File: config.mk
export PLATFORM = sky130hd
export DESIGN_NAME = mpi_eth_hdr_parser
export DESIGN_NICKNAME = d
export VERILOG_FILES = /design/src/rtl/mpi_eth_pkg.sv /design/src/rtl/mpi_eth_hdr_parser_axis_reg_slice.sv /design/src/rtl/mpi_eth_hdr_parser.sv
export SDC_FILE = /design/constraint.sdc
export NUM_CORES = 1
export LEC_CHECK = 0
export CAP_MARGIN = 5
export CORE_AREA = 3 3 238 170
export DETAILED_ROUTE_END_ITERATION = 16
export DIE_AREA = 0 0 241 173
export PLACE_DENSITY = 0.9
export SYNTH_ARGS = -nofsm -noshare
export SYNTH_HDL_FRONTEND = slang
export SYNTH_SLANG_ARGS = --single-unit
export TNS_END_PERCENT = 5
File: constraint.sdc
create_clock -name clk -period 53 [get_ports clk]
set_input_delay 7.95 -clock clk [delete_from_list [all_inputs] [get_ports clk]]
set_output_delay 7.95 -clock clk [all_outputs]
set_load 0.01 [all_outputs]
File: src/rtl/mpi_eth_pkg.sv
// Shared types for the MPI-over-Ethernet header parser: FSM states, the header
// record, header bit offsets and the final-beat keep mask helper.
package mpi_eth_pkg;

  typedef enum logic [2:0] {
    ST_HDR0    = 3'd0,
    ST_HDR1    = 3'd1,
    ST_HDR2    = 3'd2,
    ST_HDR3    = 3'd3,
    ST_HDR_OUT = 3'd4,
    ST_PAYLOAD = 3'd5,
    ST_DROP    = 3'd6
  } state_t;

  typedef struct packed {
    logic [47:0] mac_dst;
    logic [15:0] dst;
    logic [47:0] mac_src;
    logic [15:0] dst_rank;
    logic [31:0] ip_dst;
    logic [31:0] ip_src;
    logic [7:0]  src_rank;
    logic [7:0]  packet_type;
    logic [31:0] size;
    logic [7:0]  tag;
    logic        last;
  } hdr_t;

  localparam int HDR_BEATS    = 4;
  localparam int MAC_LSB      = 16;
  localparam int IP_DST_LSB   = 32;
  localparam int SRC_RANK_LSB = 56;
  localparam int TYPE_LSB     = 48;
  localparam int SIZE_LSB     = 16;
  localparam int TAG_LSB      = 8;
  localparam int LAST_BIT     = 0;

  // Contiguous low-byte mask for a final beat holding n bytes; n=0 means a full beat.
  function automatic logic [7:0] keep_mask(input logic [2:0] n);
    case (n)
      3'd1:    keep_mask = 8'h01;
      3'd2:    keep_mask = 8'h03;
      3'd3:    keep_mask = 8'h07;
      3'd4:    keep_mask = 8'h0F;
      3'd5:    keep_mask = 8'h1F;
      3'd6:    keep_mask = 8'h3F;
      3'd7:    keep_mask = 8'h7F;
      default: keep_mask = 8'hFF;
    endcase
  endfunction

endpackage

File: src/rtl/mpi_eth_hdr_parser_axis_reg_slice.sv
// Single-stage AXI-stream register slice (64-bit data + keep + last); full
// throughput because a new beat is accepted in the cycle the held one drains.
module axis_reg_slice (
  input  logic        clk,
  input  logic        rst,
  input  logic        i_valid,
  input  logic [63:0] i_data,
  input  logic [7:0]  i_keep,
  input  logic        i_last,
  output logic        o_ready,
  output logic        o_valid,
  output logic [63:0] o_data,
  output logic [7:0]  o_keep,
  output logic        o_last,
  input  logic        i_out_ready
);

  logic        r_valid;
  logic [63:0] r_data;
  logic [7:0]  r_keep;
  logic        r_last;

  assign o_ready = !r_valid || i_out_ready;

  always_ff @(posedge clk or posedge rst) begin
    if (rst) begin
      r_valid <= 1'b0;
      r_data  <= '0;
      r_keep  <= '0;
      r_last  <= 1'b0;
    end else if (o_ready) begin
      r_valid <= i_valid;
      if (i_valid) begin
        r_data <= i_data;
        r_keep <= i_keep;
        r_last <= i_last;
      end
    end
  end

  assign o_valid = r_valid;
  assign o_data  = r_data;
  assign o_keep  = r_keep;
  assign o_last  = r_last;

endmodule

File: src/rtl/mpi_eth_hdr_parser.sv
// MPI/Ethernet ingress header parser: 4-beat header to registered fields, payload
// through a register slice. Optional MPI_HDR_PARSER_LEN_CHECK_EN enables size-vs-LAST checks.
// Handshake: a beat transfers on any rising edge where VALID && READY; VALID never
// waits on READY, and a VALID source holds its payload until the transfer.
module mpi_eth_hdr_parser
  import mpi_eth_pkg::*;
#(
  parameter int MAX_SIZE  = 9000,
  parameter int ERR_CNT_W = 16
) (
  input  logic                 clk,
  input  logic                 reset,
  input  logic [63:0]          stream_in_DATA,
  input  logic [7:0]           stream_in_KEEP,
  input  logic                 stream_in_LAST,
  input  logic                 stream_in_VALID,
  output logic                 stream_in_READY,
  output logic [63:0]          stream_out_DATA,
  output logic [7:0]           stream_out_KEEP,
  output logic                 stream_out_LAST,
  output logic                 stream_out_VALID,
  input  logic                 stream_out_READY,
  output logic [47:0]          mac_dst,
  output logic [47:0]          mac_src,
  output logic [15:0]          dst,
  output logic [15:0]          dst_rank,
  output logic [7:0]           src_rank,
  output logic [7:0]           packet_type,
  output logic [7:0]           tag,
  output logic [31:0]          size,
  output logic [31:0]          ip_dst,
  output logic [31:0]          ip_src,
  output logic                 last,
  output logic                 hdr_valid,
  input  logic                 hdr_ready,
  output logic                 err,
  output logic [ERR_CNT_W-1:0] err_cnt,
  output logic [2:0]           dbg_state
);

  state_t               r_state, w_next;
  logic [63:0]          r_b0, r_b1, r_b2;
  hdr_t                 r_hdr, w_hdr_new;
  logic                 r_hdr_valid;
  logic                 r_err;
  logic [ERR_CNT_W-1:0] r_err_cnt;

  logic        w_in_ready, w_slice_ready, w_s_valid, w_s_last;
  logic [7:0]  w_s_keep;
  logic        w_err, w_hdr_load, w_pay_fire, w_has_payload;
  logic        w_hdr_bad, w_beat3_bad, w_is_last_hdr;
  logic [1:0]  w_beat_idx;
  logic [31:0] w_size;

`ifdef MPI_HDR_PARSER_LEN_CHECK_EN
  logic [32:0] r_beats_left;
  logic [32:0] w_beats;
  logic        w_final;
  assign w_beats       = ({1'b0, w_size} + 33'd7) >> 3;
  assign w_final       = (r_beats_left == 33'd1);
  assign w_has_payload = (r_hdr.size != 32'd0);
  assign w_beat3_bad   = (w_size > 32'(MAX_SIZE)) || (stream_in_LAST != (w_size == 32'd0));
`else
  // Without length checks, beat-3 LAST alone decides whether a payload follows.
  logic r_beat3_last;
  assign w_has_payload = !r_beat3_last;
  assign w_beat3_bad   = (w_size > 32'(MAX_SIZE));
`endif

  assign w_beat_idx    = r_state[1:0];
  assign w_is_last_hdr = (int'(w_beat_idx) == HDR_BEATS - 1);
  assign w_size        = stream_in_DATA[SIZE_LSB +: 32];
  assign w_hdr_bad     = (stream_in_KEEP != 8'hFF) ||
                         (w_is_last_hdr ? w_beat3_bad : stream_in_LAST);

  always_comb begin
    w_hdr_new.mac_dst     = r_b0[63:MAC_LSB];
    w_hdr_new.dst         = r_b0[15:0];
    w_hdr_new.mac_src     = r_b1[63:MAC_LSB];
    w_hdr_new.dst_rank    = r_b1[15:0];
    w_hdr_new.ip_dst      = r_b2[IP_DST_LSB +: 32];
    w_hdr_new.ip_src      = r_b2[31:0];
    w_hdr_new.src_rank    = stream_in_DATA[SRC_RANK_LSB +: 8];
    w_hdr_new.packet_type = stream_in_DATA[TYPE_LSB +: 8];
    w_hdr_new.size        = w_size;
    w_hdr_new.tag         = stream_in_DATA[TAG_LSB +: 8];
    w_hdr_new.last        = stream_in_DATA[LAST_BIT];
  end

  always_comb begin
    w_next     = r_state;
    w_in_ready = 1'b0;
    w_s_valid  = 1'b0;
    w_s_last   = stream_in_LAST;
    w_s_keep   = stream_in_KEEP;
    w_err      = 1'b0;
    w_hdr_load = 1'b0;
    w_pay_fire = 1'b0;
    case (r_state)
      ST_HDR0, ST_HDR1, ST_HDR2, ST_HDR3: begin
        w_in_ready = 1'b1;
        if (stream_in_VALID) begin
          // An errored beat that already carries LAST ends the packet here.
          if (w_hdr_bad) begin
            w_err  = 1'b1;
            w_next = stream_in_LAST ? ST_HDR0 : ST_DROP;
          end else if (w_is_last_hdr) begin
            w_hdr_load = 1'b1;
            w_next     = ST_HDR_OUT;
          end else begin
            w_next = state_t'({1'b0, w_beat_idx + 2'd1});
          end
        end
      end
      ST_HDR_OUT: begin
        if (hdr_ready) w_next = w_has_payload ? ST_PAYLOAD : ST_HDR0;
      end
      ST_PAYLOAD: begin
        w_in_ready = w_slice_ready;
        w_s_valid  = stream_in_VALID;
        if (stream_in_VALID && w_slice_ready) begin
          w_pay_fire = 1'b1;
`ifdef MPI_HDR_PARSER_LEN_CHECK_EN
          if (w_final) begin
            w_s_last = 1'b1;
            w_s_keep = keep_mask(r_hdr.size[2:0]);
            w_err    = !stream_in_LAST;
            w_next   = stream_in_LAST ? ST_HDR0 : ST_DROP;
          end else if (stream_in_LAST) begin
            w_err  = 1'b1;
            w_next = ST_HDR0;
          end
`else
          if (stream_in_LAST) w_next = ST_HDR0;
`endif
        end
      end
      ST_DROP: begin
        w_in_ready = 1'b1;
        if (stream_in_VALID && stream_in_LAST) w_next = ST_HDR0;
      end
      default: w_next = ST_HDR0;
    endcase
  end

  always_ff @(posedge clk or posedge reset) begin
    if (reset) begin
      r_state      <= ST_HDR0;
      r_b0         <= '0;
      r_b1         <= '0;
      r_b2         <= '0;
      r_hdr        <= '0;
      r_hdr_valid  <= 1'b0;
      r_err        <= 1'b0;
      r_err_cnt    <= '0;
`ifdef MPI_HDR_PARSER_LEN_CHECK_EN
      r_beats_left <= '0;
`else
      r_beat3_last <= 1'b0;
`endif
    end else begin
      r_state <= w_next;
      r_err   <= w_err;
      if (w_err && (r_err_cnt != '1)) r_err_cnt <= r_err_cnt + ERR_CNT_W'(1);
      if (stream_in_VALID) begin
        if (r_state == ST_HDR0) r_b0 <= stream_in_DATA;
        if (r_state == ST_HDR1) r_b1 <= stream_in_DATA;
        if (r_state == ST_HDR2) r_b2 <= stream_in_DATA;
      end
      if (w_hdr_load) begin
        r_hdr       <= w_hdr_new;
        r_hdr_valid <= 1'b1;
      end else if ((r_state == ST_HDR_OUT) && hdr_ready) begin
        r_hdr_valid <= 1'b0;
      end
`ifdef MPI_HDR_PARSER_LEN_CHECK_EN
      if (w_hdr_load)      r_beats_left <= w_beats;
      else if (w_pay_fire) r_beats_left <= r_beats_left - 33'd1;
`else
      if (w_hdr_load) r_beat3_last <= stream_in_LAST;
`endif
    end
  end

  axis_reg_slice u_slice (
    .clk         (clk),
    .rst         (reset),
    .i_valid     (w_s_valid),
    .i_data      (stream_in_DATA),
    .i_keep      (w_s_keep),
    .i_last      (w_s_last),
    .o_ready     (w_slice_ready),
    .o_valid     (stream_out_VALID),
    .o_data      (stream_out_DATA),
    .o_keep      (stream_out_KEEP),
    .o_last      (stream_out_LAST),
    .i_out_ready (stream_out_READY)
  );

  assign stream_in_READY = w_in_ready;
  assign mac_dst     = r_hdr.mac_dst;
  assign mac_src     = r_hdr.mac_src;
  assign dst         = r_hdr.dst;
  assign dst_rank    = r_hdr.dst_rank;
  assign src_rank    = r_hdr.src_rank;
  assign packet_type = r_hdr.packet_type;
  assign tag         = r_hdr.tag;
  assign size        = r_hdr.size;
  assign ip_dst      = r_hdr.ip_dst;
  assign ip_src      = r_hdr.ip_src;
  assign last        = r_hdr.last;
  assign hdr_valid   = r_hdr_valid;
  assign err         = r_err;
  assign err_cnt     = r_err_cnt;
  assign dbg_state   = r_state;

endmodule

==> out/metrics.csv <==
stage;metric;value;unit
clocking;CTS H-tree lvls;2;
timing;Final Cycle Share;32.7;%
floorplan;die width;241;um
worst_hold_path;hold_sp;r_b1[37]$_DFFE_PP0P_;
synth;post-synthesis sequential element count;537;
setup_path;Worst setup SP type;input pin;
timing;final hold viol count;0;
timing;post-route setup slack;35700;ps
synth;synth top area cells;dfrtp_1, mux2_2, mux2_4, buf_6, mux2_1;
synth;Unique masters post-synth;41;
synth;Synth area leader;dfrtp_1;
timing;Rel. slew slack;23.8;%
timing;final hold slack;473;ps
clocking;total CTS buffers;48;
route;DRT antenna net count;0;
route;Initial DRT Pass Iterations;4;
clocking;CTS tree;yes;
setup_path;Reg2Reg Launch Point;dbg_state[0]$_DFFE_PP0P_;
power;LEAKAGE;12.9;nW
floorplan;Die Span Y;173;um
placement;Placed Cells;2108;
global_route;gr usage total;24.1;%
power;Tot Pwr;0.00121;W
layout;ant diodes;0;
floorplan;# rows;60;
setup_path;critical path endpoint category;output pin;
clocking;CTS Sinks;537;
clocking;# Post-CTS Setup Buffers;0;
layout;multi-input gate area in the final layout;7120;um2
floorplan;core footprint;38300;um2
setup_path;Crit Path Max Fanout;4;
timing;Setup-failing EPs final;0;
timing;setup TNS;0;ps
timing;min Tclk post-route;17300;ps
clocking;worst-skew pair later-pin latency;560;ps
layout;fin nets;1745;
run_status;status;finished clean;
placement;pre-CTS WS;35720;ps
clocking;Clock Tree Root;clkbuf_16;
global_route;first-pass GRT wire length;78.7;mm
setup_path;WP data required;45050;ps
setup_path;crit path DAT;9350;ps
global_route;vias in the first global route;13367;
placement;DP Wirelength;32.8;mm
global_route;initial antenna violation count;1;
synth;Synth warnings;0;
clocking;hold_buf cts;0;
synth;ys flop type;dfrtp_1;
clocking;post-CTS sizing;0;
synth;post-synth net total;1321;
synth;mapped cell area;21000;um2
layout;layout cells sized above 1;33.7;%
layout;Finished Layout Cells;2188;
floorplan;Die Area;41700;um2
setup_path;Setup crit start;stream_out_READY;
layout;Fillers;2340;
layout;Area Growth Syn to Fin;29.2;%
power;Peak VDD IR;0.0000371;V
layout;commonest non-fill, non-tap cell in the layout;dfrtp_1;
clocking;worst-case clock buffer depth;3;
placement;GP Congestion;0.800;
route;DR WL/cell;22.7;um
synth;Post-synth ARST share;100;%
floorplan;Initial Util;54.7;%
worst_hold_path;min-delay worst type;reg -> reg;
timing;final slew viol count;0;
synth;syn_area_per_cell;16.9;um2
setup_path;WS Path Type;in -> out;
layout;register area;13400;um2
synth;post-synthesis sequential area ratio;64.1;%
synth;Synth top area share;64.1;%
route;Detailed Route Iter0 Violations;565;
global_route;GRT overflow;0;
clocking;Clock Pin Slew Worst Setup and Hold Paths;60;ps
timing;skew final;20.4;ps
synth;Cells after Synth;1238;
layout;most frequent cells in the layout;dfrtp_1, clkdlybuf4s50_1, mux2_2;
route;via count;11981;
timing;RSZ-0062 raised after global routing;false;
floorplan;Ports;423;
timing;Worst Tran Pin Value;1140;ps
placement;IO Port Bufs;422;
run;Max-Cap Viols;0;
power;PwrDens;44.8;nW/um2
global_route;largest net degree at the start of global routing;143;
route;drt via density;5.48;
route;DRC violations left;0;
route;Routed Wire Length;49.7;mm
timing;Fmax achieved;57.8;MHz
synth;Post-synth EDFFs;0;
synth_stat cells, types with 8 or more instances:
cell type  count
nand2_1       19
buf_2         21
nand3_1       10
clkbuf_1      17
and2_1        20
mux2_2       315
nor2_1         8
buf_6         20
mux2_1        18
xnor2_1       11
nand4_1       12
dfrtp_1      537
mux2_4       162
o21ai_0        8
layer usage:
metal / track usage (%) / share of wire [%] / vias to the layer above
li1: - / - / 5225
met1: 31.5 / 41 / 6295
met2: 39.8 / 49 / 368
met3: 6.62 / 7.3 / 91
met4: 6.69 / 2.8 / 2
met5: 0 / 0.026 / -
area by class of cell:
| type | instances | area share (%) |
|---|---|---|
| multi-input combinational | 637 | 26.3 |
| tap | 496 | 2.29 |
| timing repair buffer | 434 | 15.9 |
| inverter | 4 | 0.0832 |
| clock buffer | 65 | 5.04 |
| sequential | 537 | 49.6 |
| clock inverter | 15 | 0.721 |
flip-flops by register name (all words and copies together), names as in the netlist:
signal	count
err	1
r_b0	64
last	1
src_rank	8
r_b2	64
u_slice.o_last	1
r_b1	64
u_slice.o_valid	1
packet_type	8
tag	8
ip_src	32
ip_dst	32
hdr_valid	1
mac_src	48
mac_dst	48
u_slice.o_data	64
r_beat3_last	1
dst	16
dbg_state	3
dst_rank	16
err_cnt	16
size	32
u_slice.o_keep	8
cell families (layout without fill, tap and decap cells):
kind of cell | count (synthesis) | in the layout | synth area share (%)
flops | 537 | 537 | 64.1
mux | 495 | 495 | 29.5
simple gates | 106 | 106 | 2.98
buf+inv | 64 | 518 | 2.01
compound gates | 17 | 17 | 0.490
xor+xnor | 14 | 14 | 0.585
fa+ha+maj | 5 | 5 | 0.299
where the power goes:
group | switching [W] | internal, W | leakage, nW
logic | 0.000115 | 0.000169 | 5.11
clock network | 0.000149 | 0.000199 | 0.767
registers | 0.0000617 | 0.000518 | 6.97
total | 0.000325 | 0.000886 | 12.9
worst paths after layout:
check | end | slack [ps] | depth (start not counted)
worst max-delay path | stream_in_READY | 35700 | 5
worst min-delay path | mac_src[21]$_DFFE_PP0P_ | 470 | 1
worst max register to register | ip_src[28]$_DFFE_PP0P_ | 48710 | 9
worst min register to register | mac_src[21]$_DFFE_PP0P_ | 470 | 1
max in group asynchronous | size[16]$_DFFE_PP0P_ | 41920 | 5
min in group asynchronous | r_b1[23]$_DFFE_PP0P_ | 7990 | 2
per-stage QoR:
| stage | util [%] | cell area, um2 |
|---|---|---|
| after CTS | 70.7 | 27100 |
| after global placement | 66.6 | 25500 |
| final | 70.7 | 27100 |
| after floorplan | - | 21000 |
| after global routing | 70.7 | 27100 |
| after detailed placement | 66.6 | 25500 |
critical path: stages:
cell	delay, ps
clkdlybuf4s50_1	450
nand2b_1	170
a21oi_1	90
nor2_1	130
clkdlybuf4s50_1	560
Note: power is estimated with default switching activity, not from simulation.
